$ cat config.mk
export PLATFORM = sky130hd
export DESIGN_NAME = vga_controller
export DESIGN_NICKNAME = d
export VERILOG_FILES = /design/src/rtl/vga_controller.sv
export SDC_FILE = /design/constraint.sdc
export NUM_CORES = 1
export LEC_CHECK = 0
export CAP_MARGIN = 20
export CORE_AREA = 10 10 119 121
export CTS_CLUSTER_SIZE = 28
export DETAILED_ROUTE_END_ITERATION = 7
export DIE_AREA = 0 0 129 131
export HOLD_SLACK_MARGIN = 0.12
export PLACE_DENSITY = 0.63
export SLEW_MARGIN = 0
export SYNTH_ARGS = -nofsm -noshare
export SYNTH_HDL_FRONTEND = slang
export SYNTH_SLANG_ARGS = --single-unit
export TNS_END_PERCENT = 10
$ cat constraint.sdc
create_clock -name clk -period 22.9 [get_ports clk]
set_input_delay 4.58 -clock clk [delete_from_list [all_inputs] [get_ports clk]]
set_output_delay 4.58 -clock clk [all_outputs]
set_load 0.005 [all_outputs]
$ cat src/rtl/vga_controller.sv
// 640x480 VGA timing from the 25 MHz clock; draws the score latched at the
// start of vertical blank as three 3x5-cell decimal digits centred on screen.
module vga_controller (
  input  logic        clk,
  input  logic        reset,
  input  logic [31:0] score,
  output logic        hSync,
  output logic        vSync,
  output logic [3:0]  VGA_R,
  output logic [3:0]  VGA_G,
  output logic [3:0]  VGA_B,
  inout  logic        ps2_clk,
  inout  logic        ps2_data
);

  logic [9:0]  r_h;
  logic [9:0]  r_v;
  logic [3:0]  r_dig_h;
  logic [3:0]  r_dig_t;
  logic [3:0]  r_dig_u;
  logic        r_gameover;
  logic        r_hsync;
  logic        r_vsync;
  logic [11:0] r_rgb;

  logic [9:0]  w_sat;
  logic [3:0]  w_hund;
  logic [3:0]  w_tens;
  logic [3:0]  w_units;
  logic [6:0]  w_rem100;
  logic        w_latch;

  logic [9:0]  w_dx;
  logic [9:0]  w_dy;
  logic [1:0]  w_idx;
  logic [1:0]  w_col;
  logic [2:0]  w_row;
  logic [3:0]  w_digit;
  logic [14:0] w_mask;
  logic [2:0]  w_rowbits;
  logic        w_bit;
  logic        w_in_digit;
  logic        w_visible;
  logic [11:0] w_rgb;

  assign ps2_clk  = 1'bz;
  assign ps2_data = 1'bz;

  assign w_sat    = (score > 32'd999) ? 10'd999 : score[9:0];
  assign w_hund   = 4'(w_sat / 10'd100);
  assign w_rem100 = 7'(w_sat % 10'd100);
  assign w_tens   = 4'(w_rem100 / 7'd10);
  assign w_units  = 4'(w_rem100 % 7'd10);
  assign w_latch  = (r_h == 10'd0) && (r_v == 10'd480);

  // Rows top to bottom, three bits per row with the MSB as the left column.
  function automatic logic [14:0] glyph(input logic [3:0] d);
    case (d)
      4'd0:    glyph = 15'b111_101_101_101_111;
      4'd1:    glyph = 15'b001_001_001_001_001;
      4'd2:    glyph = 15'b111_001_111_100_111;
      4'd3:    glyph = 15'b111_001_111_001_111;
      4'd4:    glyph = 15'b101_101_111_001_001;
      4'd5:    glyph = 15'b111_100_111_001_111;
      4'd6:    glyph = 15'b111_100_111_101_111;
      4'd7:    glyph = 15'b111_001_001_001_001;
      4'd8:    glyph = 15'b111_101_111_101_111;
      default: glyph = 15'b111_101_111_001_111;
    endcase
  endfunction

  assign w_dx = r_h - 10'd224;
  assign w_dy = r_v - 10'd200;

  // Digits sit on a 64-pixel pitch from x=224; offsets 48..63 are the gaps.
  always_comb begin
    w_idx      = w_dx[7:6];
    w_col      = w_dx[5:4];
    w_row      = w_dy[6:4];
    w_in_digit = (r_h >= 10'd224) && (w_dx < 10'd176) && (w_dx[5:4] != 2'd3) &&
                 (r_v >= 10'd200) && (w_dy < 10'd80);
    case (w_idx)
      2'd0:    w_digit = r_dig_h;
      2'd1:    w_digit = r_dig_t;
      default: w_digit = r_dig_u;
    endcase
    w_mask = glyph(w_digit);
    case (w_row)
      3'd0:    w_rowbits = w_mask[14:12];
      3'd1:    w_rowbits = w_mask[11:9];
      3'd2:    w_rowbits = w_mask[8:6];
      3'd3:    w_rowbits = w_mask[5:3];
      default: w_rowbits = w_mask[2:0];
    endcase
    case (w_col)
      2'd0:    w_bit = w_rowbits[2];
      2'd1:    w_bit = w_rowbits[1];
      default: w_bit = w_rowbits[0];
    endcase
    w_visible = (r_h < 10'd640) && (r_v < 10'd480);
    if (!w_visible)
      w_rgb = 12'h000;
    else if (w_in_digit && w_bit)
      w_rgb = r_gameover ? 12'h0F0 : 12'hFFF;
    else
      w_rgb = 12'h004;
  end

  always_ff @(posedge clk) begin
    if (reset) begin
      r_h        <= '0;
      r_v        <= '0;
      r_dig_h    <= '0;
      r_dig_t    <= '0;
      r_dig_u    <= '0;
      r_gameover <= 1'b0;
      r_hsync    <= 1'b1;
      r_vsync    <= 1'b1;
      r_rgb      <= '0;
    end else begin
      if (r_h == 10'd799) begin
        r_h <= '0;
        r_v <= (r_v == 10'd524) ? 10'd0 : r_v + 10'd1;
      end else begin
        r_h <= r_h + 10'd1;
      end
      if (w_latch) begin
        r_dig_h    <= w_hund;
        r_dig_t    <= w_tens;
        r_dig_u    <= w_units;
        r_gameover <= (w_sat >= 10'd12);
      end
      r_hsync <= !((r_h >= 10'd656) && (r_h <= 10'd751));
      r_vsync <= !((r_v == 10'd490) || (r_v == 10'd491));
      r_rgb   <= w_rgb;
    end
  end

  assign hSync = r_hsync;
  assign vSync = r_vsync;
  assign VGA_R = r_rgb[11:8];
  assign VGA_G = r_rgb[7:4];
  assign VGA_B = r_rgb[3:0];

endmodule

# Word level (Yosys, flattened, before mapping)

Memory sizes are Yosys's and may differ from the RTL's.
Cells that the tools add are included.

RAM bits: 0
Bits of input ports: 34
Memory bits (read-only): 160
Register bits after elaboration: 47
Memories kept: 1
Output and inout port bits: 16
Word-level logic and storage cells: 67
Bits in latches: 0

Memories:

| memory          | words | bits a word | rd ports | clocked after memory_dff | wr ports | line | RTL |
|---|---|---|---|---|---|---|---|
| (no name shown) | 16    | 10          | 1        | 0                        | 0        | 58   | `case (d)` |

Reductions and logical operators: 18
$lt $le $gt $ge: 10
Equal/unequal tests: 11
Shifts and indexed selects: 0
$add $sub $neg: 4
Bitwise gates (word level): 2
Multiplexer cells: 7
Multiply operators: 0
Divide/modulo/power cells: 4

Operator list:

| kind                                                                              | number |
|---|---|
| 32-bit by 10-bit greater-than comparator with 1-bit output, second input constant | 1 |
| 10-bit by 9-bit == test with 1-bit output, second input constant                  | 3 |
| 10-bit by 1-bit adder with 10-bit output, second input constant                   | 2 |
| 10-bit == test, second input constant                                             | 2 |
| 10-bit by 8-bit >= comparator with 1-bit output, second input constant            | 2 |
| 10-bit 2-to-1 mux                                                                 | 2 |
| 10-bit by 8-bit subtractor with 10-bit output, second input constant              | 2 |
| 12-bit 2-to-1 mux                                                                 | 1 |
| 3-bit one-hot mux with 4 select lines                                             | 1 |
| 10-bit by 7-bit divider with 10-bit output, second input constant                 | 1 |
| 10-bit >= comparator, second input constant                                       | 1 |
| 10-bit by 4-bit >= comparator with 1-bit output, second input constant            | 1 |
| 10-bit less-or-equal comparator, second input constant                            | 1 |
| 10-bit logical NOT                                                                | 1 |
| 10-bit < comparator, second input constant                                        | 1 |
| 10-bit by 7-bit < comparator with 1-bit output, second input constant             | 1 |
| 10-bit by 8-bit < comparator with 1-bit output, second input constant             | 1 |
| 10-bit by 9-bit < comparator with 1-bit output, second input constant             | 1 |
| 10-bit by 7-bit remainder unit with 10-bit output, second input constant          | 1 |
| 1-bit logical AND                                                                 | 8 |
| 4-bit one-hot mux with 2 select lines                                             | 1 |
| 7-bit by 4-bit divider with 7-bit output, second input constant                   | 1 |
| 7-bit by 4-bit remainder unit with 7-bit output, second input constant            | 1 |
| 3-bit by 2-bit == test with 1-bit output, second input constant                   | 2 |
| 12 further kinds                                                                  | 17 |

# Longest topological paths before layout

Gate-level depths: netlist of the first run.

Depth in word-level cells: 9
Gate-level depth with buffers: 33

# Worst setup path before layout of the first run

Ideal clock, no wire load.

Kind: input-to-reg
From: input port score[30]
To: register r_dig_u[2]
Buffers on the path: 3
Cell stages on the path: 30
Setup time: 0.119 ns
Setup slack: 11.717 ns
Data arrival time: 11.064 ns
Path through: nor4_1 nand4_1 clkbuf_1 nor2_1 buf_2 buf_2 nand2_1 ha_1 o31ai_4 o21ai_2 a2111o_1 o211a_1 o21a_1 o41a_1 mux2_2 inv_1 ha_1 nor2_1 and3_1 o31ai_1 o22ai_2 or4_4 a31oi_4 nor3_4 a21oi_1 ha_1 inv_1 and3_4 o41a_1 o221a_1

Cells in the longest elaborated chain, start to end: 4

RTL lines:

| item                                                       | line | RTL |
|---|---|---|
| start: declaration                                         | 6    | `input logic [31:0] score,` |
| 32-bit by 10-bit greater-than comparator with 1-bit output | 49   | `assign w_sat = (score > 32'd999) ? 10'd999 : score[9:0];` |
| 10-bit 2-to-1 mux                                          | 49   |  |
| 10-bit by 7-bit remainder unit with 10-bit output          | 51   | `assign w_rem100 = 7'(w_sat % 10'd100);` |
| 7-bit by 4-bit remainder unit with 7-bit output            | 53   | `assign w_units = 4'(w_rem100 % 7'd10);` |
| end signal: assignment                                     | 130  | `r_dig_u <= w_units;` |
| end: declaration                                           | 20   | `logic [3:0] r_dig_u;` |

Every way passes these cells.
A chain may end at the register's enable or synchronous reset.

# Worst setup path after layout of the first run

From: input port score[13]
To: register r_dig_u[2]

Same word-level chain as after synthesis.

==> flow_summary.yaml, run 1 <==
timing:
  finalSetupViolCount: 0
  tightest_slew_ps: 807
  finalCritPeriodShare: 0.532
  rsz0062_at_grt: "false"
  max_slew_margin: 0.462
  fin_skew_ps: 4.38
  finalHoldViolCount: 0
  finalSetupTns_ps: 0
  holdWs_ps: 461
  finalCriticalPeriod_ps: 12190
  drv_slew: 0
  fmax_ghz: 0.0820
cts:
  cts_max_path_buffers: 2
  clock_latency_ps: 280
  root_buffer: "clkbuf_16"
  ctsResizeCount: 0
  cts-buffers-inserted: 5
  cts_setup_buffers: 0
  cts_max_level: 2
  cts_hold_buf: 0
  path_clk_slew_ps: 60
  clock_sinks: 38
  tritoncts: "built"
floorplan:
  pin_count: 50
  fp.dieW_um: 129
  die_height_um: 131
  core-area_um2: 11800
  start_util: 0.340
  die-area_um2: 16900
  rows: 40
placed_design:
  dp_hpwl_mm: 8.70
  dp_cells: 694
  gp_congestion: 0.871
  port_buffers: 47
layout:
  final_cell_mix: "nor2_1 (66), clkdlybuf4s50_1 (47), nand2_1 (46), dfxtp_1 (38), o21ai_0 (26)"
  drive_above_1_share: 0.0649
  final_cells: 702
  antenna_cells: 0
  nets: 606
  final_common_cell: "nor2_1"
  syn_to_final_growth_pct: 15.3
  fillers: 1215
global_route:
  grt_util_all_layers: 0.128
  grt_antenna_before_repair: 0
  grt_max_degree: 25
  grt_pass1_vias: 3801
  grt_pass1_wl_mm: 18.3
  grt_overflow: 0
power:
  worst_ir_drop_vdd_v: 0.0000283
  p_leak_nw: 1.59
  p_per_area_nw_per_um2: 33.7
setup_path:
  cp.required_ps: 23060
  worstSetupPathType: "input pin to flip-flop"
  arrival_ps: 12350
  ff2ff_path_depth: 14
  worstPathMaxFanout: 20
  critPathSlowestCell: "a311oi_1"
  max_stage_delay_ps: 570
  start_kind: "input pin"
  r2r_slack_ps: 19150
  crit_top_cell: "ha_1"
  cp-end-kind: "flip-flop"
worst_hold_path:
  whs_path_depth: 1
  hp-class: "flip-flop to flip-flop"
run_status:
  status: "finished, final reports clean"
synthesis:
  ys_async_sr_fraction: 0
  yosysSeqAreaShare: 0.189
  yosysWarnings: 0
  synth_edf_count: 0
  ys_types: 86
  synthFlopType: "dfxtp_1"
  ys_ff_latch: 38
  synth_cells: 538
  synthesis.area_um2: 4020
  syn_area_per_cell_um2: 7.47
route:
  wl_mm: 11.0
  first_pass_iters: 5
  routed_via_density: 5.85
  ant_nets: 0
  drc_errors: 0
  first_iter_violations: 272
  vias: 4104
  wire_per_inst_um: 15.6
job:
  drv_cap: 0
==> sequential cells by signal, indices dropped and copies added, names as in the netlist <==
register,count
r_dig_u,4
r_h,10
r_dig_t,4
vSync,1
hSync,1
r_rgb,3
r_dig_h,4
r_v,10
r_gameover,1
==> power by group <==
| group | switching [mW] | internal, mW |
|---|---|---|
| Sequential | 0.000460 | 0.0667 |
| Combinational | 0.0112 | 0.00951 |
| Clock | 0.0249 | 0.0431 |
| Total | 0.0366 | 0.119 |
==> critical path: cells and delay by family <==
kind / cells / cell delay, ps
AOI/OAI and AO/OA: 11 / 3520
buffers and inverters: 4 / 840
and+or+nand+nor: 9 / 2040
adders and majority gates: 3 / 720
muxes: 2 / 630
==> through the flow <==
stage,setup WS (ps),total power [mW],cell area [um^2],utilization
floorplan,11720,0.0803,4020,-
global placement,10830,0.0890,4480,0.379
detailed placement,10510,0.0892,4480,0.379
CTS,10790,0.157,4630,0.392
global route,9950,0.162,4630,0.392
finish,10710,0.156,4630,0.392
==> logic make-up after synthesis <==
logic type	synth area share
fa+ha+maj	0.0561
flops	0.189
other cells	0.000934
mux	0.0492
xor+xnor	0.0502
compound gates	0.296
buf+inv	0.0723
simple gates	0.286
==> worst paths after layout <==
path / startpoint / end
hold / removal: r_h[0]$_SDFF_PP0_ / r_h[0]$_SDFF_PP0_
setup reg to reg: r_h[5]$_SDFF_PP0_ / r_rgb[10]$_SDFF_PP0_
setup / recovery: score[13] / r_dig_u[2]$_SDFFE_PP0P_
hold reg to reg: r_h[0]$_SDFF_PP0_ / r_h[0]$_SDFF_PP0_
==> Yosys cell counts, types with 6 or more instances <==
cell type  instances  area, um^2
xor2_1            11        96.3
mux2i_1           13         130
a21oi_1           20         100
buf_2              6        30.0
nor2_1            66         248
buf_4             11        82.6
inv_1             20        75.1
and3_1            10        62.6
xnor2_1           12         105
a31oi_1           10        62.6
dfxtp_1           38         761
nor3_1             9        45.0
or3_1              8        50.1
o31ai_1            6        45.0
nand3_1           21         105
nand2b_1           6        37.5
nand4_1           13        81.3
o211ai_1          10        75.1
o21ai_0           26         130
clkbuf_1          23        86.3
nor4_1            14        87.6
a211oi_1          12        90.1
ha_1              18         225
nand2_1           46         173
==> per-layer routing <==
| metal | wire, um | share of wire | track usage |
|---|---|---|---|
| met1 | 4780 | 0.44 | 0.154 |
| met2 | 5610 | 0.51 | 0.234 |
| met3 | 434 | 0.040 | 0.0181 |
| met4 | 155 | 0.014 | 0.0308 |
| met5 | 0 | 0 | 0 |
==> layout make-up <==
| cell class | count | area [um^2] | share of cell area |
|---|---|---|---|
| clock inverters | 1 | 5.00 | 0.00108 |
| well taps | 147 | 184 | 0.0397 |
| multi-input cells | 439 | 2970 | 0.641 |
| repair buffers | 50 | 493 | 0.106 |
| clock buffers | 7 | 143 | 0.0308 |
| inverters | 20 | 75.1 | 0.0162 |
| flip-flops and latches | 38 | 761 | 0.164 |
Note: power is estimated with default switching activity, not from simulation.
==> run 2, diff against run 1 <==
==> constraint.sdc (replaced) <==
create_clock -name clk -period 11.9 [get_ports clk]
set_input_delay 2.38 -clock clk [delete_from_list [all_inputs] [get_ports clk]]
set_output_delay 2.38 -clock clk [all_outputs]
set_load 0.005 [all_outputs]
==> run 2 against run 1 <==
Net effect:
- critical endpoint unchanged
- register-to-register slack got worse by 11000 ps
- count of clock-buffer cells in the layout decreased by 1
- highest routed layer unchanged
- sequential cell count is the same
- critical path type unchanged
- worst setup slack lost 8700 ps
- largest cell class unchanged
- largest power group unchanged
- sequential power grew 92%
==> flow_summary.yaml, run 2 (synthesis results as in run 1) <==
cts:
  tritoncts: "built"
  clock_latency_ps: 280
  cts_max_level: 2
  cts_max_path_buffers: 2
  ctsResizeCount: 0
  clock_sinks: 38
  cts_hold_buf: 0
  cts-buffers-inserted: 5
  root_buffer: "clkbuf_16"
  path_clk_slew_ps: 60
  cts_setup_buffers: 0
power:
  p_leak_nw: 1.61
  worst_ir_drop_vdd_v: 0.0000508
  p_total_mw: 0.346
  p_per_area_nw_per_um2: 74.0
setup_path:
  ff2ff_path_depth: 13
  r2r_slack_ps: 8260
  crit_top_cell: "ha_1"
  worstPathMaxFanout: 20
  critPathSlowestCell: "a311oi_1"
  max_stage_delay_ps: 530
  arrival_ps: 10070
  cp-end-kind: "flip-flop"
  r2r-end: "r_rgb[10]$_SDFF_PP0_"
  cp.required_ps: 12070
  r2r-start: "r_h[5]$_SDFF_PP0_"
  start_kind: "input pin"
  worstSetupPathType: "input pin to flip-flop"
timing:
  fmax_ghz: 0.101
  setup_slack_ps: 2000
  finalCriticalPeriod_ps: 9900
  max_slew_margin: 0.313
  holdWs_ps: 461
  rsz0062_at_grt: "false"
  fin_skew_ps: 3.29
  finalSetupTns_ps: 0
  finalCritPeriodShare: 0.832
  drv_slew: 0
  tightest_slew_ps: 1020
  finalSetupViolCount: 0
  finalHoldViolCount: 0
floorplan:
  die_height_um: 131
  die-area_um2: 16900
  core-area_um2: 11800
  fp.dieW_um: 129
  pin_count: 50
  rows: 40
  start_util: 0.340
layout:
  syn_to_final_growth_pct: 16.4
  nets: 605
  final_cell_mix: "nor2_1 (66), clkdlybuf4s50_1 (47), nand2_1 (46), dfxtp_1 (38), o21ai_0 (26)"
  top_regs: "r_h (10), r_v (10)"
  drive_above_1_share: 0.0650
  fin_util: 0.396
  final_common_cell: "nor2_1"
  antenna_cells: 0
run_status:
  status: "finished, final reports clean"
global_route:
  grt_max_degree: 25
  grt_pass1_wl_mm: 18.8
  grt_antenna_before_repair: 0
  grt_overflow: 0
  grt_util_all_layers: 0.131
  grt_pass1_vias: 3835
worst_hold_path:
  whs_path_depth: 1
  min_to: "r_h[0]$_SDFF_PP0_"
  min_from: "r_h[0]$_SDFF_PP0_"
  hp-class: "flip-flop to flip-flop"
job:
  drv_cap: 0
route:
  wl_mm: 11.1
  vias: 4059
  routed_via_density: 5.79
  first_pass_iters: 4
  wire_per_inst_um: 15.9
  ant_nets: 0
  drc_errors: 0
  first_iter_violations: 301
placed_design:
  dp_hpwl_mm: 8.77
  post-place-ws_ps: 1780
  gp_congestion: 0.879
  port_buffers: 47
==> run 2: cell count changes in the layout (fill, tap and decap cells not counted), sizes merged <==
cell,change
buf,-1
clkinv,-1
bufinv,+2
clkbuf,-1
==> run 2: area by class of cell <==
cell class | instances | area, um^2
fillers | 1205 | 7140
multi-input cells | 439 | 2970
clock buffers | 6 | 139
flip-flops and latches | 38 | 761
repair buffers | 49 | 485
inverters | 20 | 75.1
well taps | 147 | 184
clock inverters | 2 | 60.1
==> run 2: layer usage <==
metal,GRT usage,share of wire,wire [um],vias up
met1,0.161,0.44,4870,1913
met4,0.0341,0.013,146,0
met2,0.237,0.52,5740,89
met3,0.0149,0.033,368,15
met5,0,0,0,-
li1,-,-,-,2042
==> run 2: report_power, final <==
group,switching (mW),internal [mW]
sequential,0.000944,0.128
combinational,0.0220,0.0183
clock,0.0507,0.126
==> run 2: how the worst max path moves through the flow <==
| stage | from | end | slack, ps | depth (start not counted) |
|---|---|---|---|---|
| finish | score[26] | r_dig_u[2]$_SDFFE_PP0P_ | 2000 | 29 |
| global route | score[26] | r_dig_u[2]$_SDFFE_PP0P_ | 1320 | 29 |
| CTS | score[24] | r_dig_u[2]$_SDFFE_PP0P_ | 2050 | 29 |
| detailed placement | score[24] | r_dig_u[2]$_SDFFE_PP0P_ | 1780 | 29 |
| global placement | score[30] | r_dig_u[2]$_SDFFE_PP0P_ | 2000 | 29 |
| floorplan | score[30] | r_dig_u[2]$_SDFFE_PP0P_ | 2920 | 30 |
==> run 2: worst max-delay path: cells and delay by family <==
kind | cells | cell delay, ps
compound gates | 11 | 3400
fa+ha+maj | 3 | 720
buf+inv | 4 | 850
mux | 2 | 650
simple gates | 9 | 2060
==> run 2: through the flow <==
stage	area (um^2)	std cells
after CTS	4670	701
after global placement	4470	693
after floorplan	4020	539
final	4670	701
after global routing	4670	701
after detailed placement	4470	693
==> run 3, diff against run 2 <==
--- a/config.mk
+++ b/config.mk
@@ -11,7 +11,7 @@
 export DETAILED_ROUTE_END_ITERATION = 7
 export DIE_AREA = 0 0 129 131
 export HOLD_SLACK_MARGIN = 0.12
-export PLACE_DENSITY = 0.63
+export PLACE_DENSITY = 0.65
 export SLEW_MARGIN = 0
 export SYNTH_ARGS = -nofsm -noshare
 export SYNTH_HDL_FRONTEND = slang
==> constraint.sdc (replaced) <==
create_clock -name clk -period 8.5 [get_ports clk]
set_input_delay 1.7 -clock clk [delete_from_list [all_inputs] [get_ports clk]]
set_output_delay 1.7 -clock clk [all_outputs]
set_load 0.005 [all_outputs]
==> run 3 against run 2 <==
Net effect:
- sequential power is 40% higher
- non-clock buffer count is 22 higher
- register-to-register slack worse by 3500 ps
- cell count is 3.0% higher
- core utilization is 1.7 points higher
==> flow_summary.yaml, run 3 (synthesis results as in run 1) <==
cts:
  root_buffer: "clkbuf_16"
  cts_max_level: 2
  path_clk_slew_ps: 50
  cts-buffers-inserted: 5
  cts_max_path_buffers: 2
  clock_sinks: 38
  tritoncts: "built"
  clock_latency_ps: 280
worst_hold_path:
  min_from: "r_h[0]$_SDFF_PP0_"
  min_to: "r_h[0]$_SDFF_PP0_"
  hp-class: "flip-flop to flip-flop"
  whs_path_depth: 1
timing:
  finalCriticalPeriod_ps: 8160
  fmax_ghz: 0.123
  finalHoldViolCount: 0
  finalCritPeriodShare: 0.960
  max_slew_margin: 0.462
  finalSetupViolCount: 0
  drv_slew: 0
  tightest_slew_ps: 799
  fin_skew_ps: 5.35
  holdWs_ps: 491
setup_path:
  start_kind: "input pin"
  r2r-start: "r_h[5]$_SDFF_PP0_"
  worstSetupPathType: "input pin to flip-flop"
  cp-end-kind: "flip-flop"
  worstPathMaxFanout: 6
  cp.required_ps: 8660
  ff2ff_path_depth: 13
  critPathSlowestCell: "or4_4"
  arrival_ps: 8320
  r2r_slack_ps: 4740
  r2r-end: "r_rgb[10]$_SDFF_PP0_"
  max_stage_delay_ps: 540
global_route:
  grt_max_degree: 25
  grt_overflow: 0
  grt_antenna_before_repair: 0
  grt_util_all_layers: 0.134
  grt_pass1_wl_mm: 19.2
  grt_pass1_vias: 3952
placed_design:
  port_buffers: 47
  gp_congestion: 0.968
  place_area_um2: 4620
  dp_hpwl_mm: 9.19
power:
  p_leak_nw: 1.71
  p_int_mw: 0.354
  p_seq_frac: 0.398
  p_switching_mw: 0.101
  swShare: 0.223
  p_per_area_nw_per_um2: 93.3
  worst_ir_drop_vdd_v: 0.0000771
  pwr-share-clk: 0.467
  combPwrFrac: 0.136
layout:
  drive_above_1_share: 0.117
  final_cell_mix: "nor2_1 (65), clkdlybuf4s50_1 (47), nand2_1 (46), dfxtp_1 (38), o21ai_0 (26)"
  syn_to_final_growth_pct: 21.4
  top_regs: "r_h (10), r_v (10)"
  antenna_cells: 0
  final_area_um2: 4880
  nets: 627
  final_common_cell: "nor2_1"
route:
  vias: 4247
  drc_errors: 0
  wire_per_inst_um: 16.3
  ant_nets: 0
  routed_via_density: 5.88
  first_pass_iters: 5
  wl_mm: 11.8
  first_iter_violations: 364
floorplan:
  die_height_um: 131
  die-area_um2: 16900
  core-area_um2: 11800
  pin_count: 50
  rows: 40
  start_util: 0.340
  fp.dieW_um: 129
run_status:
  status: "finished, final reports clean"
job:
  drv_cap: 0
run 3: repair_timing:
| item | 4_1_cts | 5_1_grt |
|---|---|---|
| resized for setup | 0 | 13 |
| setup endpoints to repair | 0 | 3 |
| buffers inserted | 0 | 2 |
| hold buffers | 0 | 0 |
| hold endpoints to repair | 0 | 0 |
run 3: cell type report:
type	count	area, um^2
Clock inverter	1	30.0
Clock buffer	6	139
Inverter	20	75.1
Multi-Input combinational cell	439	3040
Tap cell	147	184
Fill cell	1207	6940
Timing Repair Buffer	71	648
Sequential cell	38	761
run 3: worst max-delay path by stage:
stage | to | start | cells past startpoint | slack [ps]
global placement | r_dig_u[2]$_SDFFE_PP0P_ | score[30] | 28 | 180
global route | r_dig_u[2]$_SDFFE_PP0P_ | score[13] | 28 | -80
CTS | r_dig_u[2]$_SDFFE_PP0P_ | score[13] | 28 | 70
finish | r_dig_u[2]$_SDFFE_PP0P_ | score[13] | 28 | 340
floorplan | r_dig_u[2]$_SDFFE_PP0P_ | score[30] | 30 | 200
detailed placement | r_dig_u[2]$_SDFFE_PP0P_ | score[13] | 28 | -210
run 3: metrics by stage:
stage / instances / util / total power [mW] / TNS (ps) / setup slack [ps]
after floorplan: 539 / - / 0.216 / 0 / 197
after detailed placement: 712 / 0.391 / 0.245 / -286 / -210
after global placement: 712 / 0.391 / 0.244 / 0 / 182
final: 722 / 0.413 / 0.455 / 0 / 340
after global routing: 722 / 0.413 / 0.472 / -77.9 / -77.9
after CTS: 719 / 0.405 / 0.455 / 0 / 69.4
run 3: power by group through the flow:
| stage | registers [mW] | clock network, mW | logic [mW] |
|---|---|---|---|
| after floorplan | 0.185 | 0 | 0.0318 |
| after global placement | 0.185 | 0 | 0.0594 |
| after detailed placement | 0.185 | 0 | 0.0601 |
| after CTS | 0.181 | 0.214 | 0.0601 |
| after global routing | 0.181 | 0.224 | 0.0668 |
| final | 0.181 | 0.212 | 0.0617 |
run 3: layer usage:
metal | track usage | wire length [um]
met1 | 0.167 | 4990
met2 | 0.246 | 6090
met3 | 0.0133 | 579
met4 | 0.0214 | 109
met5 | 0 | 0
run 3: critical path, delay by kind of cell:
family / cells / cell delay (ps)
AOI/OAI and AO/OA: 12 / 3180
adders and majority gates: 3 / 720
buffers and inverters: 3 / 610
muxes: 1 / 300
and+or+nand+nor: 9 / 1790
